## src/rtl/fetch_pkg.sv

```systemverilog
// Shared defaults and state encoding for the instruction fetch stage.
package fetch_pkg;

    localparam int          DEF_ADDR_W    = 64;
    localparam int          DEF_DATA_W    = 64;
    localparam int          DEF_MEM_DEPTH = 1024;
    localparam int unsigned DEF_RESET_PC  = 0;

    typedef enum logic {
        IDLE = 1'b0,
        RUN  = 1'b1
    } fetch_state_t;

endpackage

```

## src/rtl/fetch_queue.sv

```systemverilog
// Two-entry FIFO holding returned instruction words with their PCs.
// Push and pop may coincide at any occupancy; flush empties it in one cycle.
module fetch_queue
    import fetch_pkg::*;
#(
    parameter int DATA_W = DEF_DATA_W,
    parameter int ADDR_W = DEF_ADDR_W
) (
    input  logic              clk,
    input  logic              rst_n,
    input  logic              push,
    input  logic [DATA_W-1:0] push_data,
    input  logic [ADDR_W-1:0] push_pc,
    input  logic              pop,
    input  logic              flush,
    output logic [1:0]        count,
    output logic [DATA_W-1:0] head_data,
    output logic [ADDR_W-1:0] head_pc
);

    logic [DATA_W-1:0] data0_q, data1_q;
    logic [ADDR_W-1:0] pc0_q, pc1_q;
    logic              wr_ptr_q, rd_ptr_q;
    logic [1:0]        count_q;

    // Storage, pointers and occupancy; flush only resets bookkeeping.
    always_ff @(posedge clk or negedge rst_n) begin
        if (!rst_n) begin
            data0_q  <= '0;
            data1_q  <= '0;
            pc0_q    <= '0;
            pc1_q    <= '0;
            wr_ptr_q <= 1'b0;
            rd_ptr_q <= 1'b0;
            count_q  <= 2'd0;
        end else if (flush) begin
            wr_ptr_q <= 1'b0;
            rd_ptr_q <= 1'b0;
            count_q  <= 2'd0;
        end else begin
            if (push) begin
                if (wr_ptr_q) begin
                    data1_q <= push_data;
                    pc1_q   <= push_pc;
                end else begin
                    data0_q <= push_data;
                    pc0_q   <= push_pc;
                end
                wr_ptr_q <= ~wr_ptr_q;
            end
            if (pop) begin
                rd_ptr_q <= ~rd_ptr_q;
            end
            count_q <= count_q + {1'b0, push} - {1'b0, pop};
        end
    end

    assign count     = count_q;
    assign head_data = rd_ptr_q ? data1_q : data0_q;
    assign head_pc   = rd_ptr_q ? pc1_q   : pc0_q;

endmodule

```

## src/rtl/instruction_fetch.sv

```systemverilog
// Fetch stage: owns the PC, issues reads to a 1-cycle registered memory and
// queues the returned words for decode behind a valid/ready handshake.
//
// state | meaning
// IDLE  | no new fetches issued; in-flight word still lands, queue drains
// RUN   | issue a fetch every cycle the credit check allows
module instruction_fetch
    import fetch_pkg::*;
#(
    parameter int              ADDR_W    = DEF_ADDR_W,
    parameter int              DATA_W    = DEF_DATA_W,
    parameter int              MEM_DEPTH = DEF_MEM_DEPTH,
    parameter logic [ADDR_W-1:0] RESET_PC = ADDR_W'(DEF_RESET_PC)
) (
    input  logic              clk,
    input  logic              rst_n,
    input  logic              start,
    input  logic              stop,
    input  logic              redirect_valid,
    input  logic [ADDR_W-1:0] redirect_pc,
    output logic [ADDR_W-1:0] imem_addr,
    output logic              imem_enable,
    output logic              imem_read,
    output logic [DATA_W-1:0] imem_data_in,
    input  logic [DATA_W-1:0] imem_rdata,
    output logic              inst_valid,
    input  logic              inst_ready,
    output logic [DATA_W-1:0] inst_data,
    output logic [ADDR_W-1:0] inst_pc,
    output logic              busy
);

    // MEM_DEPTH is a power of two, so wrapping is a mask.
    localparam logic [ADDR_W-1:0] PC_MASK = ADDR_W'(MEM_DEPTH - 1);

    fetch_state_t      state_q, state_d;
    logic [ADDR_W-1:0] pc_q;
    logic              pending_q;
    logic [ADDR_W-1:0] pend_pc_q;
    logic [1:0]        count;
    logic              pop;
    logic              issue;

    assign pop = inst_valid & inst_ready;

    // Next state and issue decision; the credit check counts the word in
    // flight so the queue can never be pushed while full without a pop.
    always_comb begin
        state_d = state_q;
        issue   = 1'b0;
        case (state_q)
            IDLE: if (start && !stop) state_d = RUN;
            RUN:  if (stop)           state_d = IDLE;
            default: state_d = IDLE;
        endcase
        if (state_q == RUN && !redirect_valid &&
            (({1'b0, count} + {2'b00, pending_q}) < (3'd2 + {2'b00, pop}))) begin
            issue = 1'b1;
        end
    end

    // State register.
    always_ff @(posedge clk or negedge rst_n) begin
        if (!rst_n) state_q <= IDLE;
        else        state_q <= state_d;
    end

    // PC and in-flight tracking; a redirect drops any pending response.
    always_ff @(posedge clk or negedge rst_n) begin
        if (!rst_n) begin
            pc_q      <= RESET_PC;
            pending_q <= 1'b0;
            pend_pc_q <= RESET_PC;
        end else if (redirect_valid) begin
            pc_q      <= redirect_pc & PC_MASK;
            pending_q <= 1'b0;
        end else begin
            pending_q <= issue;
            if (issue) begin
                pc_q      <= (pc_q + 1'b1) & PC_MASK;
                pend_pc_q <= pc_q;
            end
        end
    end

    fetch_queue #(
        .DATA_W(DATA_W),
        .ADDR_W(ADDR_W)
    ) u_queue (
        .clk      (clk),
        .rst_n    (rst_n),
        .push     (pending_q & ~redirect_valid),
        .push_data(imem_rdata),
        .push_pc  (pend_pc_q),
        .pop      (pop & ~redirect_valid),
        .flush    (redirect_valid),
        .count    (count),
        .head_data(inst_data),
        .head_pc  (inst_pc)
    );

    assign inst_valid   = (count != 2'd0);
    assign imem_addr    = pc_q;
    assign imem_enable  = issue;
    assign imem_read    = 1'b1;
    assign imem_data_in = '0;
    assign busy         = (state_q == RUN) | pending_q | inst_valid;

endmodule
```

## config.mk

```make
export PLATFORM = sky130hd
export DESIGN_NAME = instruction_fetch
export DESIGN_NICKNAME = d
export VERILOG_FILES = /design/src/rtl/fetch_pkg.sv /design/src/rtl/fetch_queue.sv /design/src/rtl/instruction_fetch.sv
export SDC_FILE = /design/constraint.sdc
export NUM_CORES = 1
export LEC_CHECK = 0
export CORE_UTILIZATION = 39
export DETAILED_ROUTE_END_ITERATION = 7
export PLACE_DENSITY = 0.75
export RECOVER_POWER = 100
export SLEW_MARGIN = 20
export SYNTH_ARGS = -nofsm -noshare
export SYNTH_HDL_FRONTEND = slang
export SYNTH_SLANG_ARGS = --single-unit
```

## constraint.sdc

```tcl
create_clock -name clk -period 1.9 [get_ports clk]
set_clock_uncertainty 0.1 [all_clocks]
set_input_delay 0.285 -clock clk [delete_from_list [all_inputs] [get_ports clk]]
set_output_delay 0.285 -clock clk [all_outputs]
set_load 0.03 [all_outputs]
```

==> impl_metrics.yaml <==
setup_path:
  worstSetupStartpoint: "u_queue.rd_ptr_q$_DFFE_PN0P_"
  critPathKind: "reg -> out"
  cp-endpoint: "inst_pc[6]"
  arrival_ps: 1800
  r2r_end: "pend_pc_q[3]$_DFFE_PN0P_"
  reg2reg_depth: 8
  cp_max_fo: 7
  cp-start-kind: "flip-flop"
  reg2reg_from: "u_queue.count[0]$_DFF_PN0_"
  crit_path_end_kind: "primary output"
  crit_required_ps: 1510
  reg2reg_slack_ps: -150
route:
  wl_per_cell_um: 15.4
  routed_via_density: 4.57
  drc_errors: 0
  dr.first_iter.drc_count: 226
  ant_nets: 0
  dr.pass1.iters: 4
  routed_wl_um: 18800
  vias: 5557
final_layout:
  syn2layout_area_growth_pct: 33.3
  multi_input_area_sq_um: 4010
  utilization_pct: 52.9
  layout-drive-gt1-share_pct: 45.6
  instances_no_fill: 1216
  regArea_sq_um: 4360
  final.fill_count: 1921
  diodes: 0
  nNetsFinal: 1058
  stdcell_area_sq_um: 12000
job:
  maxCapViolCount: 0
global_route:
  antenna_found_initial: 0
  overflow: 0
  grt_max_degree: 59
  grtUsageTotal_pct: 15.2
  grt_pass1_wl_um: 28300
  grt_pass1_vias: 5383
clocking:
  cts_root_buf: "clkbuf_16"
  numClockSinks: 174
  cts_tree: "built"
  clk-insertion-delay-late_ps: 420
  cts.clk_slew.worst_paths_ps: 70
  numCtsBuffers: 17
  clock_path_buffers: 2
  htreeDepth: 4
timing:
  timing.hold.ws_ps: 300
  fmax_mhz: 457
  max-slew-margin-rel_pct: 7.49
  setup_viol: 207
  final.period_utilization_pct: 115
  finalMaxSlewViolations: 0
  setup_ws_ps: -289
  hold_viol: 0
  tns_ps: -22560
  rsz0062_at_grt: "yes"
  final.min_clock_period_ps: 2190
  worst_pin_slew_ps: 1390
run_status:
  status: "finished with violations"
  violations: "setup timing"
yosys:
  ys_seq_area_share_pct: 48.4
  synth_edf_count: 0
  synth_cell_types: 32
  netlist_area_sq_um: 8990
  ys_ff_latch: 174
  synth_cells: 694
  synthFlopType: "dfrtp_1"
  async_reset_ff_share_pct: 100
  yosysWarnings: 0
  synth_area_per_cell_sq_um: 13.0
power_and_ir_drop:
  p_per_area_nw_per_um2: 1200
  p_leak_nw: 5.63
  vdd_drop_max_uv: 541
  p_total_mw: 14.4
floorplan:
  rows: 55
  start_util_pct: 39.7
  die_w_um: 154
  num_io_pins: 394
  die_h_um: 154
  dieArea_sq_um: 23700
  core-area_sq_um: 22600
place:
  place.gp.congestion: 0.815
  pre_cts_slack_ps: -149
  placed_cells: 1148
  post_dp_cell_area_sq_um: 10600
  dp_hpwl_um: 12600
  port_buffers: 166
hold_path:
  min_path_type: "in -> reg"
[how the worst min path moves through the flow]
stage / startpoint / end / slack, ps / cells past startpoint
6_report: stop / state_q$_DFF_PN0_ / 300 / 2
5_1_grt: stop / state_q$_DFF_PN0_ / 280 / 2
4_1_cts: rst_n / u_queue.data1_q[7]$_DFFE_PN0P_ / 160 / 2
3_5_place_dp: rst_n / u_queue.data1_q[7]$_DFFE_PN0P_ / 50 / 1
3_3_place_gp: rst_n / u_queue.data1_q[7]$_DFFE_PN0P_ / 50 / 1
2_1_floorplan: rst_n / imem_addr[0]$_DFFE_PN0P_ / -110 / 0
[cells in the mapped netlist (2+ instances only)]
library cell	instances	area share [%]
or3_1	3	0.21
buf_4	180	15
inv_1	2	0.084
nor2_1	15	0.63
mux2_2	232	29
xor2_1	2	0.19
xnor2_1	2	0.19
o21ai_0	4	0.22
buf_2	10	0.56
nand3_1	6	0.33
buf_6	7	0.88
o31ai_1	4	0.33
o211ai_1	2	0.17
nor3_1	3	0.17
clkbuf_1	5	0.21
a31oi_1	7	0.49
conb_1	2	0.084
ha_1	5	0.70
nand2_1	7	0.29
nor2b_1	3	0.21
dfrtp_1	174	48
or4_1	6	0.50
nand4_1	4	0.28
[cells by family after synthesis]
group / count (synthesis) / share of synthesized area [%]
AOI/OAI and AO/OA: 20 / 1.49
muxes: 232 / 29.1
buffers and inverters: 205 / 16.8
xor gates and xnor gates: 4 / 0.390
and+or+nand+nor: 52 / 3.02
DFF: 174 / 48.4
adders and majority gates: 5 / 0.696
other: 2 / 0.0836
[critical path, cell delays in order, from the launching register on]
cell	delay, ps
dfrtp_4	570
buf_6	150
buf_8	130
buf_4	130
mux2_2	270
buf_6	140
[report_power, final]
| part | switching (mW) | internal (mW) | total, mW |
|---|---|---|---|
| clock network | 1.63 | 1.75 | 3.38 |
| registers | 0.556 | 4.71 | 5.27 |
| logic | 2.88 | 2.85 | 5.73 |
[repair_timing]
action	4_1_cts	5_1_grt
resized for setup	245	276
pin swaps	14	11
setup endpoints to repair	102	98
buffers inserted	13	17
hold buffers	1	0
gates cloned	2	6
endpoints found under the hold margin	174	0
[flip-flops by register name, indices dropped and copies added, names as in the netlist]
signal	flops
pend_pc_q	10
u_queue.count	2
u_queue.data1_q	64
u_queue.pc1_q	10
imem_addr	10
u_queue.pc0_q	10
u_queue.data0_q	64
u_queue.wr_ptr_q	1
state_q	1
u_queue.rd_ptr_q	1
pending_q	1
[per-layer routing]
| layer | vias up | wire length [um] | share of wire (%) | global-route usage (%) |
|---|---|---|---|---|
| li1 | 2506 | - | - | - |
| met1 | 2794 | 7910 | 42 | 19.3 |
| met2 | 235 | 9620 | 51 | 26.0 |
| met3 | 22 | 943 | 5.0 | 2.73 |
| met4 | 0 | 308 | 1.6 | 5.10 |
| met5 | - | 0 | 0 | 0 |
[placed cells by master (no fill, tap or decap), types with 3 or more instances in the layout]
cell type          n
mux2_2           191
conb_1           173
dfrtp_1          173
buf_6             82
clkdlybuf4s50_1   78
mux2_4            41
buf_4             25
clkbuf_16         23
buf_12            19
nor2_1            14
dlygate4sd2_1     10
nand2_1            7
a31oi_1            7
buf_2              5
buf_8              5
nand3_1            4
nand4_1            4
inv_8              4
inv_6              4
clkbuf_1           4
or4_1              3
or4_4              3
o21ai_0            3
ha_1               3
[layout make-up]
cell class | count | area share [%]
Clock buffer | 17 | 3.55
Inverter | 3 | 0.0940
Multi-Input combinational cell | 486 | 33.5
Clock inverter | 14 | 1.21
Tap cell | 285 | 2.98
Sequential cell | 174 | 36.4
Timing Repair Buffer | 237 | 22.3
No activity file was read; power rests on OpenSTA's default activity.
